--- src/rtl/alu_pkg.sv ---
`default_nettype none
// +----------------------------------------------------------------------------+
// | Module   : alu_pkg                                                         |
// | Purpose  : Shared ALU operation codes, sequential-ALU FSM states and a      |
// |            small helper used by seq_alu and the ALU controller.            |
// | Contents : ALU_OP_W, alu_op_e, seq_alu_state_e, is_shift_op()              |
// | Revision : 1.0 - initial release                                           |
// +----------------------------------------------------------------------------+
package alu_pkg;

  localparam int ALU_OP_W = 4;

  typedef enum logic [ALU_OP_W-1:0] {
    OP_AND = 4'b0000,
    OP_OR  = 4'b0001,
    OP_ADD = 4'b0010,
    OP_XOR = 4'b0011,
    OP_SUB = 4'b0100,
    OP_SLT = 4'b0101,
    OP_SLL = 4'b0110,
    OP_SRL = 4'b0111,
    OP_BEQ = 4'b1000,
    OP_SRA = 4'b1001,
    OP_BNE = 4'b1010
  } alu_op_e;

  typedef enum logic [1:0] {
    IDLE  = 2'd0,
    SHIFT = 2'd1,
    DONE  = 2'd2
  } seq_alu_state_e;

  function automatic logic is_shift_op(input logic [ALU_OP_W-1:0] op);
    return (op == OP_SLL) || (op == OP_SRL) || (op == OP_SRA);
  endfunction

endpackage
`default_nettype wire

--- src/rtl/alu_shift_unit.sv ---
`default_nettype none
// +----------------------------------------------------------------------------+
// | Module   : alu_shift_unit                                                  |
// | Purpose  : Iterative one-bit-per-cycle shifter with down-counter.          |
// |            load_i captures data/shamt/op; the unit is busy while the       |
// |            counter is non-zero. done_o flags the final step, whose value   |
// |            is visible on step_o so the owner can capture it directly.      |
// | Ports    : clk, reset (async, active-high), load_i, op_i[3:0],             |
// |            data_i[DATA_WIDTH], shamt_i[SHAMT_W], done_o, step_o[DATA_WIDTH]|
// | Revision : 1.0 - initial release                                           |
// +----------------------------------------------------------------------------+
module alu_shift_unit
  import alu_pkg::*;
#(
  parameter int  DATA_WIDTH = 32,
  localparam int SHAMT_W    = $clog2(DATA_WIDTH)
) (
  input  logic                  clk,
  input  logic                  reset,
  input  logic                  load_i,
  input  logic [ALU_OP_W-1:0]   op_i,
  input  logic [DATA_WIDTH-1:0] data_i,
  input  logic [SHAMT_W-1:0]    shamt_i,
  output logic                  done_o,
  output logic [DATA_WIDTH-1:0] step_o
);

  logic [DATA_WIDTH-1:0] shreg_q;
  logic [SHAMT_W-1:0]    cnt_q;
  logic [ALU_OP_W-1:0]   op_q;
  logic                  w_busy;

  assign w_busy = (cnt_q != '0);
  // The step that brings the counter from 1 to 0 is the last one.
  assign done_o = (cnt_q == SHAMT_W'(1));

  // Value of the register after one more shift step.
  always_comb begin
    step_o = shreg_q;
    case (op_q)
      OP_SLL:  step_o = {shreg_q[DATA_WIDTH-2:0], 1'b0};
      OP_SRL:  step_o = {1'b0, shreg_q[DATA_WIDTH-1:1]};
      OP_SRA:  step_o = {shreg_q[DATA_WIDTH-1], shreg_q[DATA_WIDTH-1:1]};
      default: step_o = shreg_q;
    endcase
  end

  always_ff @(posedge clk or posedge reset) begin
    if (reset) begin
      shreg_q <= '0;
      cnt_q   <= '0;
      op_q    <= '0;
    end else if (load_i) begin
      shreg_q <= data_i;
      cnt_q   <= shamt_i;
      op_q    <= op_i;
    end else if (w_busy) begin
      shreg_q <= step_o;
      cnt_q   <= cnt_q - SHAMT_W'(1);
    end
  end

endmodule
`default_nettype wire

--- src/rtl/seq_alu.sv ---
`default_nettype none
// +----------------------------------------------------------------------------+
// | Module   : seq_alu                                                         |
// | Purpose  : Sequential RISC-V ALU. One request in over in_valid/in_ready,   |
// |            one result out over out_valid/out_ready. Logic ops complete in  |
// |            one cycle; shifts iterate one bit per cycle unless              |
// |            SEQ_ALU_FAST_SHIFT_EN is defined (barrel shifter, 1 cycle).     |
// | Ports    : clk, reset (async, active-high), in_valid, in_ready,            |
// |            Operation[3:0], SrcA, SrcB, out_valid, out_ready, ALUResult,    |
// |            Zero, illegal_op                                                |
// | Macro    : SEQ_ALU_FAST_SHIFT_EN                                           |
// | Revision : 1.0 - initial release                                           |
// +----------------------------------------------------------------------------+
module seq_alu
  import alu_pkg::*;
#(
  parameter int  DATA_WIDTH = 32,
  localparam int SHAMT_W    = $clog2(DATA_WIDTH)
) (
  input  logic                  clk,
  input  logic                  reset,
  input  logic                  in_valid,
  output logic                  in_ready,
  input  logic [ALU_OP_W-1:0]   Operation,
  input  logic [DATA_WIDTH-1:0] SrcA,
  input  logic [DATA_WIDTH-1:0] SrcB,
  output logic                  out_valid,
  input  logic                  out_ready,
  output logic [DATA_WIDTH-1:0] ALUResult,
  output logic                  Zero,
  output logic                  illegal_op
);

  seq_alu_state_e        state_q, state_d;
  logic [DATA_WIDTH-1:0] result_q, result_d;
  logic                  zero_q, zero_d;
  logic                  illegal_q, illegal_d;

  logic [DATA_WIDTH-1:0] w_res;
  logic                  w_illegal;
  logic [SHAMT_W-1:0]    w_shamt;

  assign w_shamt = SrcB[SHAMT_W-1:0];

  // Single-cycle result computed from the live inputs; only used in IDLE.
  always_comb begin
    w_res     = '0;
    w_illegal = 1'b0;
    case (Operation)
      OP_AND: w_res = SrcA & SrcB;
      OP_OR:  w_res = SrcA | SrcB;
      OP_ADD: w_res = SrcA + SrcB;
      OP_XOR: w_res = SrcA ^ SrcB;
      OP_SUB: w_res = SrcA - SrcB;
      OP_SLT: w_res = {{(DATA_WIDTH-1){1'b0}}, ($signed(SrcA) < $signed(SrcB))};
      OP_BEQ: w_res = {{(DATA_WIDTH-1){1'b0}}, (SrcA == SrcB)};
      OP_BNE: w_res = {{(DATA_WIDTH-1){1'b0}}, (SrcA != SrcB)};
`ifdef SEQ_ALU_FAST_SHIFT_EN
      OP_SLL: w_res = SrcA << w_shamt;
      OP_SRL: w_res = SrcA >> w_shamt;
      OP_SRA: w_res = $signed(SrcA) >>> w_shamt;
`else
      // Only shamt=0 shifts take the single-cycle path: result is SrcA.
      OP_SLL, OP_SRL, OP_SRA: w_res = SrcA;
`endif
      default: w_illegal = 1'b1;
    endcase
  end

`ifndef SEQ_ALU_FAST_SHIFT_EN
  logic                  w_sh_load;
  logic                  w_sh_done;
  logic [DATA_WIDTH-1:0] w_sh_step;

  alu_shift_unit #(
    .DATA_WIDTH (DATA_WIDTH)
  ) u_shift (
    .clk     (clk),
    .reset   (reset),
    .load_i  (w_sh_load),
    .op_i    (Operation),
    .data_i  (SrcA),
    .shamt_i (w_shamt),
    .done_o  (w_sh_done),
    .step_o  (w_sh_step)
  );
`endif

  always_comb begin
    state_d   = state_q;
    result_d  = result_q;
    zero_d    = zero_q;
    illegal_d = illegal_q;
`ifndef SEQ_ALU_FAST_SHIFT_EN
    w_sh_load = 1'b0;
`endif
    case (state_q)
      IDLE: begin
        if (in_valid) begin
`ifndef SEQ_ALU_FAST_SHIFT_EN
          if (is_shift_op(Operation) && (w_shamt != '0)) begin
            w_sh_load = 1'b1;
            state_d   = SHIFT;
          end else begin
            result_d  = w_res;
            zero_d    = (w_res == '0);
            illegal_d = w_illegal;
            state_d   = DONE;
          end
`else
          result_d  = w_res;
          zero_d    = (w_res == '0);
          illegal_d = w_illegal;
          state_d   = DONE;
`endif
        end
      end
`ifndef SEQ_ALU_FAST_SHIFT_EN
      SHIFT: begin
        // Final step goes straight into the output register.
        if (w_sh_done) begin
          result_d  = w_sh_step;
          zero_d    = (w_sh_step == '0);
          illegal_d = 1'b0;
          state_d   = DONE;
        end
      end
`endif
      DONE: begin
        if (out_ready) state_d = IDLE;
      end
      default: state_d = IDLE;
    endcase
  end

  always_ff @(posedge clk or posedge reset) begin
    if (reset) begin
      state_q   <= IDLE;
      result_q  <= '0;
      zero_q    <= 1'b0;
      illegal_q <= 1'b0;
    end else begin
      state_q   <= state_d;
      result_q  <= result_d;
      zero_q    <= zero_d;
      illegal_q <= illegal_d;
    end
  end

  assign in_ready   = (state_q == IDLE);
  assign out_valid  = (state_q == DONE);
  assign ALUResult  = result_q;
  assign Zero       = zero_q;
  assign illegal_op = illegal_q;

endmodule
`default_nettype wire
--- config.mk ---
export PLATFORM = sky130hd
export DESIGN_NAME = seq_alu
export DESIGN_NICKNAME = d
export VERILOG_FILES = /design/src/rtl/alu_pkg.sv /design/src/rtl/alu_shift_unit.sv /design/src/rtl/seq_alu.sv
export SDC_FILE = /design/constraint.sdc
export NUM_CORES = 1
export LEC_CHECK = 0
export BUFFER_PORTS_ARGS = -buffer_cell sky130_fd_sc_hd__buf_4
export CAP_MARGIN = 20
export CORE_ASPECT_RATIO = 0.75
export CORE_MARGIN = 4
export CORE_UTILIZATION = 49
export CTS_CLUSTER_DIAMETER = 120
export DETAILED_ROUTE_END_ITERATION = 10
export PLACE_DENSITY = 0.75
export SYNTH_ARGS = -nofsm -noshare
export SYNTH_HDL_FRONTEND = slang
export SYNTH_HIERARCHICAL = 1
export SYNTH_SLANG_ARGS = --single-unit
--- constraint.sdc ---
create_clock -name clk -period 2.9 [get_ports clk]
set_input_delay 0.145 -clock clk [delete_from_list [all_inputs] [get_ports clk]]
set_output_delay 0.145 -clock clk [all_outputs]
set_load 0.005 [all_outputs]
==> impl_metrics.yaml <==
timing:
  setup_ws_ns: -0.322
  fin_crit_ns: 3.22
  grt_setup_unrepaired: "yes"
  finalSetupTns_ns: -0.336
  worstMarginPinSlew_ns: 0.878
  period_share_pct: 111
  final_hold_viol_count: 0
  fmax_mhz: 310
  max-slew-margin-rel_pct: 41.3
  setup_violations: 3
  finalHoldWorstSlack_ns: 0.0236
  fin_skew_ns: 0.00937
  maxSlewViolCount: 0
clock_network:
  max-clock-path-buffers: 2
  clock_latency_ns: 0.34
  cts.sink_count: 77
  h-tree-depth: 3
  cts_made_buffers: 9
  cts_tree: "done"
  root_buffer: "clkbuf_16"
  clk_pin_slew_ns: 0.06
placed_design:
  io_buffers: 107
  dp_cells: 2017
  dp_slack_ns: -0.988
  gp_congestion: 1.04
  placed_area_sq_um: 14500
  hpwl_microns: 34800
global_routing:
  antenna_found_initial: 0
  overflow: 0
  grt_pass1_wl_microns: 67100
  grt_pass1_vias: 12000
  grt_max_degree: 69
  grt_use_met2_pct: 54.8
  grt_busiest_layer: "met2"
  use_met3_pct: 6.28
  grtUsageMet1_pct: 50.8
  grt.total_usage_pct: 35.8
die:
  core_sq_um: 20600
  die_w_microns: 176
  start_util_pct: 50.5
  die_area_sq_um: 23600
  ios: 108
  fp-row-count: 45
  die_h_microns: 134
worst_setup_path:
  cp-end-kind: "flop"
  reg2reg_depth: 12
  cp_cell_sequence: "buf_4, inv_1, ha_1, nor2b_1, a211oi_1, o21bai_1, buf_4, or4_1, nand4_1, a2111oi_4, nand4_1, nor4_2, nand3b_1, nor4_2, nand4_1, o31ai_2"
  arrival_ns: 3.47
  cpMostUsedCell: "nand4_1"
  crit_slowest_cell: "a2111oi_4"
  crit_type: "input port to flop"
  slowest_delay_ns: 0.49
  worstPathMaxFanout: 3
  required_ns: 3.14
  worstSetupStartpointType: "input port"
power_and_ir_drop:
  power.density_nw_per_um2: 562
  power_leakage_nw: 7.84
  ir_worst_vdd_v: 0.000524
  power.total_mw: 8.77
layout:
  num_antenna_cells: 0
  fin_nets: 1943
  multi_input_area_sq_um: 8460
  n_fill_cell: 1527
  drive_above_1_share_pct: 42.0
  instances_no_fill: 2046
  seq_area_sq_um: 1930
  area_growth_pct: 50.3
  final_cell_mix: "516 x buf_4, 110 x nand2_1, 95 x inv_1"
  design_area_sq_um: 15600
  final_util_pct: 75.9
  layout_commonest_cell: "buf_4"
yosys:
  synth_top_family_by_area: "compound AO/OA/AOI/OAI gates"
  synth_top_area_cell: "dfrtp_1"
  ys_ff_latch: 77
  synth_compound_gate_area_share_pct: 30.0
  synth.cell_area_sq_um: 10400
  ys.flop_type: "dfrtp_1"
  synthSimpleGateAreaFrac_pct: 17.8
  netlist_top_cells_area: "dfrtp_1 19%, ha_1 13%, mux2_4 7.8%"
  synth_edf_count: 0
  synthAdderAreaFrac_pct: 13.6
  ys_types: 90
  synth_top_area_share_pct: 18.6
  ys_warn_count: 6
  syn_nets: 1480
  syn_inst: 1296
  synthArstFlopShare_pct: 100
  avgSynthCellArea_sq_um: 8.01
  synth_xor_area_share_pct: 1.18
  synth.area.mux_share_pct: 11.2
  ys_seq_area_share_pct: 18.6
route:
  wl_per_cell_microns: 21.8
  num_vias: 12700
  drt_iter0_drc: 1529
  drtPass1Iterations: 6
  via_per_inst: 6.23
  totalWireLength_microns: 44600
  antenna_left: 0
  drcViolationCount: 0
min_path:
  hp-class: "input port to flop"
  hold_depth: 2
run:
  max_cap_violations: 0
status:
  violations: "setup timing"
  status: "complete, but fails checks"
-- worst paths after layout --
path | start | to | slack [ns]
hold / removal | out_ready | state_q[1] | 0.02
setup reg to reg | state_q[0] | Zero | -0.28
min in group asynchronous | reset | ALUResult[18] | 0.48
max in group asynchronous | reset | u_shift/shreg_q[8] | 1.94
setup / recovery | SrcB[2] | Zero | -0.32
hold reg to reg | ALUResult[21] | ALUResult[21] | 0.49
-- repair_timing --
action                                  in CTS  in global routing
hold buffers                                 1                  0
resized for setup                           73                 73
endpoints found under the setup margin       9                 12
setup buffers                                4                 10
pin swaps                                   15                 40
hold endpoints to repair                    53                  0
-- critical path, delay by kind of cell --
family	cells	cell delay, ns
AO/OA/AOI/OAI	4	1.16
adder cells (fa/ha/maj)	1	0.22
buffers and inverters	3	0.44
AND/OR/NAND/NOR	8	1.50
-- Yosys cell counts (8+ instances only) --
cell      instances
a22o_1           36
a211oi_1         19
mux2_4           54
nor2b_1          11
a21oi_1          72
o31ai_1          22
o21ai_0          97
inv_1           101
a31oi_1          19
o22ai_1          14
a221oi_1         12
mux2_2           10
nor3_1           30
a21o_1           42
buf_6             8
nand3_1          26
o21bai_1         12
a221o_1          10
o211ai_1         12
mux2i_1          24
dfrtp_1          77
nand2b_1         11
nor2_1           90
clkbuf_1         62
nand4_1          17
nand2_1         111
ha_1            110
xnor2_1          10
nor4_1           24
-- flip-flops by register name (all words and copies together), names as in the netlist --
name and flops:
illegal_op 1, ALUResult 32, u_shift/cnt_q 5, Zero 1, state_q 2, u_shift/op_q 4
u_shift/shreg_q 32
-- report_power, final --
group          leakage, nW  switching, mW  internal (mW)
sequential           0.982          0.427           1.55
combinational         6.72           2.78           2.88
clock                0.138          0.466          0.666
total                 7.84           3.68           5.10
-- cells by family (layout without fill, tap and decap cells) --
kind of cell	count (synthesis)	count (layout)
simple gates	368	368
fa+ha+maj	112	112
flops	77	77
buf+inv	186	654
mux	88	88
xor+xnor	14	14
compound gates	451	451
-- per-layer routing --
layer / share of wire [%] / vias to the layer above
met4: 4.3 / 2
li1: - / 5725
met1: 42 / 6055
met3: 10 / 136
met2: 44 / 826
met5: 0.10 / -
-- final cells by class --
class	count	share of cell area, %
Multi-Input combinational cell	1033	54.2
Inverter	104	2.66
Clock inverter	6	0.409
Clock buffer	10	1.47
Timing Repair Buffer	534	26.7
Sequential cell	77	12.3
Tap cell	282	2.26
No activity file was read; power rests on OpenSTA's default activity.
